### src/rtl/weight_tile_assembler_if.sv
// Weight-beat input stream and assembled-tile output bundle for weight_tile_assembler.
// The master side drives beats and tile_ready; the slave side is the assembler.
interface weight_tile_assembler_if #(
   parameter int S2P    = 8,
   parameter int DATA_W = 8
);
   logic                      in_valid;
   logic [DATA_W-1:0]         in_data;
   logic                      in_pad;
   logic                      in_ready;
   logic                      tile_valid;
   logic                      tile_ready;
   logic [S2P*S2P*DATA_W-1:0] tile_data;

   modport master (
      output in_valid, in_data, in_pad, tile_ready,
      input  in_ready, tile_valid, tile_data
   );

   modport slave (
      input  in_valid, in_data, in_pad, tile_ready,
      output in_ready, tile_valid, tile_data
   );
endinterface

### src/rtl/weight_tile_assembler.sv
// Assembles weight beats (column inner, row outer) into S2PxS2P tiles using ping-pong banks.
// Optional macro WEIGHT_TILE_PAD_ZERO_EN: padded beats (in_pad=1) store zero instead of in_data.
module weight_tile_assembler #(
   parameter int S2P    = 8,
   parameter int DATA_W = 8
) (
   input  logic                    clk,
   input  logic                    rstn,
   input  logic                    flush,
   weight_tile_assembler_if.slave  bus,
   output logic                    err_overflow
);
   localparam int              CW   = (S2P > 1) ? $clog2(S2P) : 1;
   localparam int              NE   = S2P * S2P;
   localparam int              IW   = (NE > 1) ? $clog2(NE) : 1;
   localparam logic [CW-1:0]   LAST = CW'(S2P - 1);

   typedef enum logic [1:0] {
      BANK_EMPTY   = 2'd0,
      BANK_FILLING = 2'd1,
      BANK_FULL    = 2'd2
   } bank_state_e;

   bank_state_e       state_q [2];
   bank_state_e       state_d [2];
   logic              wr_bank;
   logic              rd_bank;
   logic [CW-1:0]     col_cnt;
   logic [CW-1:0]     row_cnt;
   logic [DATA_W-1:0] mem [2][NE];
   logic [DATA_W-1:0] wr_word;
   logic [IW-1:0]     wr_idx;
   logic              accept;
   logic              last_beat;
   logic              tile_fire;

   assign bus.in_ready   = (state_q[wr_bank] != BANK_FULL);
   assign bus.tile_valid = (state_q[rd_bank] == BANK_FULL);

   // Flush wins over a same-cycle beat or handshake, so both are masked here.
   assign accept    = bus.in_valid && bus.in_ready && !flush;
   assign last_beat = accept && (col_cnt == LAST) && (row_cnt == LAST);
   assign tile_fire = bus.tile_valid && bus.tile_ready && !flush;
   assign wr_idx    = IW'(row_cnt) * IW'(S2P) + IW'(col_cnt);

`ifdef WEIGHT_TILE_PAD_ZERO_EN
   assign wr_word = bus.in_pad ? '0 : bus.in_data;
`else
   logic unused_pad;
   assign wr_word    = bus.in_data;
   assign unused_pad = bus.in_pad;
`endif

   always_ff @(posedge clk or negedge rstn) begin
      if (!rstn) begin
         state_q[0] <= BANK_EMPTY;
         state_q[1] <= BANK_EMPTY;
      end else begin
         state_q[0] <= state_d[0];
         state_q[1] <= state_d[1];
      end
   end

   // Writes only touch a non-FULL bank and releases only a FULL one, so both can land in one cycle.
   always_comb begin
      for (int b = 0; b < 2; b++) begin
         state_d[b] = state_q[b];
         if (accept && (wr_bank == 1'(b)))
            state_d[b] = last_beat ? BANK_FULL : BANK_FILLING;
         if (tile_fire && (rd_bank == 1'(b)))
            state_d[b] = BANK_EMPTY;
         if (flush)
            state_d[b] = BANK_EMPTY;
      end
   end

   always_ff @(posedge clk or negedge rstn) begin
      if (!rstn) begin
         col_cnt <= '0;
         row_cnt <= '0;
         wr_bank <= 1'b0;
         rd_bank <= 1'b0;
      end else if (flush) begin
         col_cnt <= '0;
         row_cnt <= '0;
         wr_bank <= 1'b0;
         rd_bank <= 1'b0;
      end else begin
         if (accept) begin
            if (col_cnt == LAST) begin
               col_cnt <= '0;
               if (row_cnt == LAST) begin
                  row_cnt <= '0;
                  wr_bank <= ~wr_bank;
               end else begin
                  row_cnt <= row_cnt + CW'(1);
               end
            end else begin
               col_cnt <= col_cnt + CW'(1);
            end
         end
         if (tile_fire)
            rd_bank <= ~rd_bank;
      end
   end

   always_ff @(posedge clk or negedge rstn) begin
      if (!rstn)
         err_overflow <= 1'b0;
      else if (flush)
         err_overflow <= 1'b0;
      else if (bus.in_valid && !bus.in_ready)
         err_overflow <= 1'b1;
   end

   // Reset clears bank contents; flush deliberately leaves them alone.
   always_ff @(posedge clk or negedge rstn) begin
      if (!rstn) begin
         for (int b = 0; b < 2; b++)
            for (int i = 0; i < NE; i++)
               mem[b][i] <= '0;
      end else if (accept) begin
         mem[wr_bank][wr_idx] <= wr_word;
      end
   end

   for (genvar i = 0; i < NE; i++) begin : g_tile_out
      assign bus.tile_data[i*DATA_W +: DATA_W] = mem[rd_bank][i];
   end
endmodule

### src/flat_wrapper.sv
// flat-port wrapper written by rule: the top's interface ports become plain ports
module weight_tile_assembler_flat 
#(
   parameter int S2P    = 8,
   parameter int DATA_W = 8
)
  (clk, rstn, flush, err_overflow, bus_in_valid, bus_in_data, bus_in_pad, bus_tile_ready, bus_in_ready, bus_tile_valid, bus_tile_data);
  weight_tile_assembler_if #(.S2P(S2P), .DATA_W(DATA_W)) bus_i ();
  input  logic clk;
  input  logic rstn;
  input  logic flush;
  output logic err_overflow;
  input wire logic [$bits(bus_i.in_valid)-1:0] bus_in_valid;
  input wire logic [$bits(bus_i.in_data)-1:0] bus_in_data;
  input wire logic [$bits(bus_i.in_pad)-1:0] bus_in_pad;
  input wire logic [$bits(bus_i.tile_ready)-1:0] bus_tile_ready;
  output wire logic [$bits(bus_i.in_ready)-1:0] bus_in_ready;
  output wire logic [$bits(bus_i.tile_valid)-1:0] bus_tile_valid;
  output wire logic [$bits(bus_i.tile_data)-1:0] bus_tile_data;
  assign bus_i.in_valid = bus_in_valid;
  assign bus_i.in_data = bus_in_data;
  assign bus_i.in_pad = bus_in_pad;
  assign bus_i.tile_ready = bus_tile_ready;
  assign bus_in_ready = bus_i.in_ready;
  assign bus_tile_valid = bus_i.tile_valid;
  assign bus_tile_data = bus_i.tile_data;
  weight_tile_assembler #(.S2P(S2P), .DATA_W(DATA_W)) u_core (.clk(clk), .rstn(rstn), .flush(flush), .bus(bus_i), .err_overflow(err_overflow));
endmodule
### config.mk
export PLATFORM = sky130hd
export DESIGN_NAME = weight_tile_assembler_flat
export DESIGN_NICKNAME = d
export VERILOG_FILES = /design/src/rtl/weight_tile_assembler_if.sv /design/src/rtl/weight_tile_assembler.sv /design/src/flat_wrapper.sv
export SDC_FILE = /design/constraint.sdc
export NUM_CORES = 1
export LEC_CHECK = 0
export ABC_AREA = 0
export CAP_MARGIN = 20
export CORE_MARGIN = 2
export CORE_UTILIZATION = 55
export CTS_CLUSTER_DIAMETER = 50
export CTS_CLUSTER_SIZE = 10
export DETAILED_ROUTE_END_ITERATION = 16
export PLACE_DENSITY = 0.77
export REMOVE_ABC_BUFFERS = 1
export SETUP_SLACK_MARGIN = 0.05
export SLEW_MARGIN = 10
export SYNTH_ARGS = -nofsm -noshare
export SYNTH_HDL_FRONTEND = slang
export SYNTH_SLANG_ARGS = --single-unit
export TNS_END_PERCENT = 5
### constraint.sdc
create_clock -name clk -period 3.4 [get_ports clk]
set_input_delay 1.02 -clock clk [delete_from_list [all_inputs] [get_ports clk]]
set_output_delay 1.02 -clock clk [all_outputs]
set_load 0.005 [all_outputs]
======== After elaboration in Yosys (flattened, before gate mapping) ========
Cells that the tools add are included.
word-level totals
  register bits ........................... 1037
  latch bits .............................. 0
  RAM bits ................................ 0
  ROM bits ................................ 0
  bits of input ports ..................... 14
  output and inout port bits .............. 515
  logic and storage cells ................. 212
  memories kept ........................... 0
operators by class
  add/subtract/negate cells ............... 3
  $mul .................................... 0
  divide/modulo/power cells ............... 0
  $lt $le $gt $ge ......................... 5
  equal/unequal tests ..................... 4
  shifts and indexed selects .............. 0
  muxes and demuxes ....................... 36
  bitwise logic cells ..................... 5
  reduce and logical (&&, ||, !) cells .... 24
operators by type and width
  kind                 number
  $mux 512             4
  $bwmux 1024          1
  $demux 512 s1        1
  $demux 8 s6          1
  $mux 2               13
  $mux 3               7
  $logic_and 1x1->1    13
  $reduce_bool 2->1    5
  $mux 1               8
  $mux 8               1
  $ge 7x7->1 const B   1
  $lt 7x1->1 const B   1
  $not 6->7            1
  $add 3x1->3 const B  2
  $add 6x3->6          1
  $eq 3x3->1 const B   2
  $reduce_bool 3->1    2
  $ge 2x2->1 const B   2
  $not 1->2            2
  $reduce_and 3->1     1
  $eq 2x2->1 const B   1
  $logic_not 1->1      2
  $lt 2x1->1 const B   1
  $ne 2x2->1 const B   1
  other kinds (2)      3

======== Logic depth before layout (Yosys ltp) ========
  depth after elaboration ................. 13
  mapped depth ............................ 8
  mapped depth without buffers ............ 6

======== Least setup slack after synthesis ========
OpenSTA, ideal clock, no wires.
  path type ............................... in2reg
  start point ............................. input port bus_in_valid
  end point ............................... register u_core.mem[928] (netlist name)
  library setup time ...................... 125 ps
  arrival ................................. 2814 ps
  setup slack ............................. 461 ps
  cell stages on the path ................. 7
  path through ............................ buf_2 > nand2b_4 > buf_6 > or4_4 > buf_6 > nor4_4 > mux2_4
on the way
  cells in the longest elaborated chain, start to end .. 2
ends and longest elaborated chain
  what                             line                          source
  from (decl)                      flat_wrapper.sv:13            input wire logic [$bits(bus_i.in_valid)-1:0] bus_in_valid;
  $logic_and 1x1->1 (2 in a row)   weight_tile_assembler.sv:41   assign accept = bus.in_valid && bus.in_ready && !flush;
  to (signal, indexed assignment)  weight_tile_assembler.sv:123  mem[wr_bank][wr_idx] <= wr_word;
  to (decl)                        weight_tile_assembler.sv:30   logic [DATA_W-1:0] mem [2][NE];
Every way passes these cells.
A chain may end at the register's enable or synchronous reset.

======== Final worst setup path ========
  start point ............................. register u_core.rd_bank
  end point ............................... output port bus_tile_data[157]
on the way
  cells in the longest elaborated chain, start to end .. 4
ends and longest elaborated chain
  what                             line                          source
  from (decl)                      weight_tile_assembler.sv:27   logic rd_bank;
  from (signal assigned)           weight_tile_assembler.sv:103  rd_bank <= ~rd_bank;
  $not 1->2 (not written as such)  weight_tile_assembler.sv:128  assign bus.tile_data[i*DATA_W +: DATA_W] = mem[rd_bank][i];
  $mux 512 (3 in a row)            --
  to (decl)                        flat_wrapper.sv:19            output wire logic [$bits(bus_i.tile_data)-1:0] bus_tile_data;
Every way passes these cells. The select of a mux whose other input is x is not followed.

==> out/qor.csv <==
metric,value,unit
clock_sinks,1037,
area_growth,25.8,%
drt-initial-drc-count,1588,
layout_setup_ws,-0.150,ns
avgSynthCellArea,15.0,µm²
synth.distinct_cells,44,
drt-pass1-iter-count,5,
root_buffer,clkbuf_16,
via_per_inst,5.94,
cp.arrival,2.53,ns
synth_mux_area_share,38.1,%
synthXorXnorAreaFrac,0,%
rsz0062_at_grt,yes,
die_w,292,µm
drt_wl_total,129,mm
fin_util,69.9,%
die_h,292,µm
worst_ep_required_time,2.38,ns
min_period,3.55,ns
grt_max_degree,129,
fill_cells,5431,
yosys.area_share.simple,2.83,%
synth-edff-count,0,
synthCells,3043,
grt_antenna_before_repair,3,
slew_headroom,30.7,%
drtAntennaViolNets,0,
synth_top_family_by_area,multiplexers,
cp_slowest_cell,dfrtp_4,
busiest_layer,met2,
drive_above_1_share,56.6,%
dpl_cell_area,0.0528,mm²
worst_ir_drop_vdd,0.379,mV
grt_use_total,29.9,%
worstSetupPathType,reg2out,
worst_slew_pin_slew,1.04,ns
grt_pass1_vias,30400,
finalPower,27.1,mW
synth_compound_area_share,0.132,%
synth_warnings,0,
crit_path_max_incr_delay,0.46,ns
finalHoldViolCount,0,
synth_top_area_cell,dfrtp_1,
synth_adder_area_share,0.110,%
cp-end-kind,output port,
clk_latency,0.72,ns
ys_seq_area_share,56.9,%
drv_cap,0,
detail_route.wl_per_cell,27.0,µm
use_met1,38.1,%
max_freq,282,MHz
layout.nets,3677,
slew_violations,0,
met3_usage,6.07,%
fp.coreArea,0.0821,mm²
drcViolationCount,0,
netlist.area_leader.share,56.9,%
hold_class,in2async,
num_rows,105,
cp_max_fo,20,
crit_chain,"buf_12, buf_16, clkbuf_16, mux2_2, clkdlybuf4s50_1",
async_flop_share,100,%
multi_input_area,0.0189,mm²
place_hpwl,81.9,mm
fin_cells,4786,
synth_seq_cells,1037,
cts_buffers,134,
synth-main-ff-cell,dfrtp_1,
synth_area_leaders,"dfrtp_1, mux2_2, clkbuf_1",
regArea,0.0260,mm²
cts_tree,done,
synth_area,0.0456,mm²
startpoint_type,register,
port_buffers,527,
grtUsageMet2,49.9,%
io_pins,529,
gr-total-overflow,0,
power_density,472,mW/mm²
skew,0.0211,ns
place_congestion,0.833,
initial_core_util,55.6,%
outcome,"finished, violations left",
die-area,0.0853,mm²
grt_pass1_wl,193,mm
post-place-ws,-0.0147,ns
fin_area,0.0574,mm²
leakage,31.4,nW
dp.cells,4552,
path_clk_slew,0.05,ns
fin_crit_sh,104,%
vias,28400,
setup_viol,104,
cts_buffer_depth,3,
failed_checks,setup timing,
htree_levels,4,
-- worst paths after layout --
check | from | cells after the start | endpoint | slack [ns]
worst max-delay path | u_core.rd_bank | 5 | bus_tile_data[157] | -0.15
worst min-delay path | rstn | 1 | u_core.mem[286] | 0.23
worst max register to register | u_core.col_cnt[0] | 4 | u_core.mem[27] | 0.36
worst min register to register | u_core.mem[988] | 1 | u_core.mem[988] | 0.50
max in group asynchronous | rstn | 2 | u_core.mem[665] | 2.10
min in group clk | u_core.mem[988] | 1 | u_core.mem[988] | 0.50
-- registers in the layout (all words and copies together) (netlist names) --
name                 count
u_core.col_cnt           3
u_core.err_overflow      1
u_core.mem            1024
u_core.rd_bank           1
u_core.row_cnt           3
u_core.state_q           4
u_core.wr_bank           1
-- stage by stage --
step                setup TNS [ns]  hold slack [ns]
floorplan                 -5098.94            0.474
detailed placement         -0.0147            0.487
global route                -13.82            0.231
CTS                         -29.82            0.218
finish                       -6.25            0.232
global placement                 0            0.481
-- synth_stat cells, types with 10 or more instances --
cell	number
clkbuf_1	195
dfrtp_1	1037
and3_1	10
nor2b_1	11
nor3_1	11
buf_2	13
nand2_1	60
nand2b_1	11
buf_1	11
mux2_2	1528
nand3_1	33
nor3_2	12
nor2_1	36
-- cells by family after synthesis --
family | Yosys count
AOI/OAI and AO/OA | 10
muxes | 1542
DFF | 1037
buffers and inverters | 224
adders and majority gates | 4
and+or+nand+nor | 226
-- layer usage --
layer,vias up,share of wire [%]
met4,4,4.1
met3,258,4.9
met5,-,0.021
li1,12200,-
met1,15300,41
met2,739,50
-- critical path, delay by kind of cell, from the launching register on --
| family | cells | cell delay (ns) |
|---|---|---|
| flip-flops | 1 | 0.46 |
| buffers and inverters | 4 | 0.99 |
| multiplexers | 1 | 0.37 |
-- cell usage in the layout (no fill, tap or decap), types with 5 or more instances in the layout --
master / Yosys / layout
and3_1: 10 / 10
buf_12: 0 / 31
buf_16: 0 / 22
buf_2: 13 / 46
buf_4: 0 / 119
buf_6: 3 / 10
bufinv_16: 0 / 5
clkbuf_1: 195 / 10
clkbuf_16: 0 / 145
clkbuf_2: 0 / 95
clkbuf_8: 0 / 14
clkdlybuf4s15_1: 0 / 30
clkdlybuf4s15_2: 0 / 11
clkdlybuf4s50_1: 0 / 81
clkinv_2: 0 / 8
clkinv_8: 0 / 5
dfrtp_1: 1037 / 1036
dlygate4sd2_1: 0 / 135
dlymetal6s2s_1: 0 / 107
inv_6: 0 / 6
mux2_2: 1528 / 1503
mux2_4: 8 / 33
mux2i_1: 6 / 6
nand2_1: 60 / 60
nand2b_1: 11 / 11
nand3_1: 33 / 33
nand4_1: 8 / 8
nor2_1: 36 / 36
nor2b_1: 11 / 10
nor3_1: 11 / 10
nor3_2: 12 / 13
-- area by class of cell --
type                    count  share of cell area (%)
clock buffers             160                    6.33
inverters                   2                  0.0131
flip-flops and latches   1037                    45.2
diodes                      1                 0.00436
well taps                1070                    2.33
multi-input cells        1782                    33.0
repair buffers            702                    12.3
clock inverters            32                   0.816
-- where the power goes --
| part | switching [mW] | internal (mW) |
|---|---|---|
| logic | 0.790 | 0.484 |
| clock network | 5.28 | 7.95 |
| registers | 0.0807 | 12.5 |
-- repair_timing --
action,CTS,global route
endpoints found under the setup margin,511,422
hold buffers,0,0
resized for setup,582,358
gates cloned,13,9
buffers inserted,11,9
(Power assumes the default switching activity.)
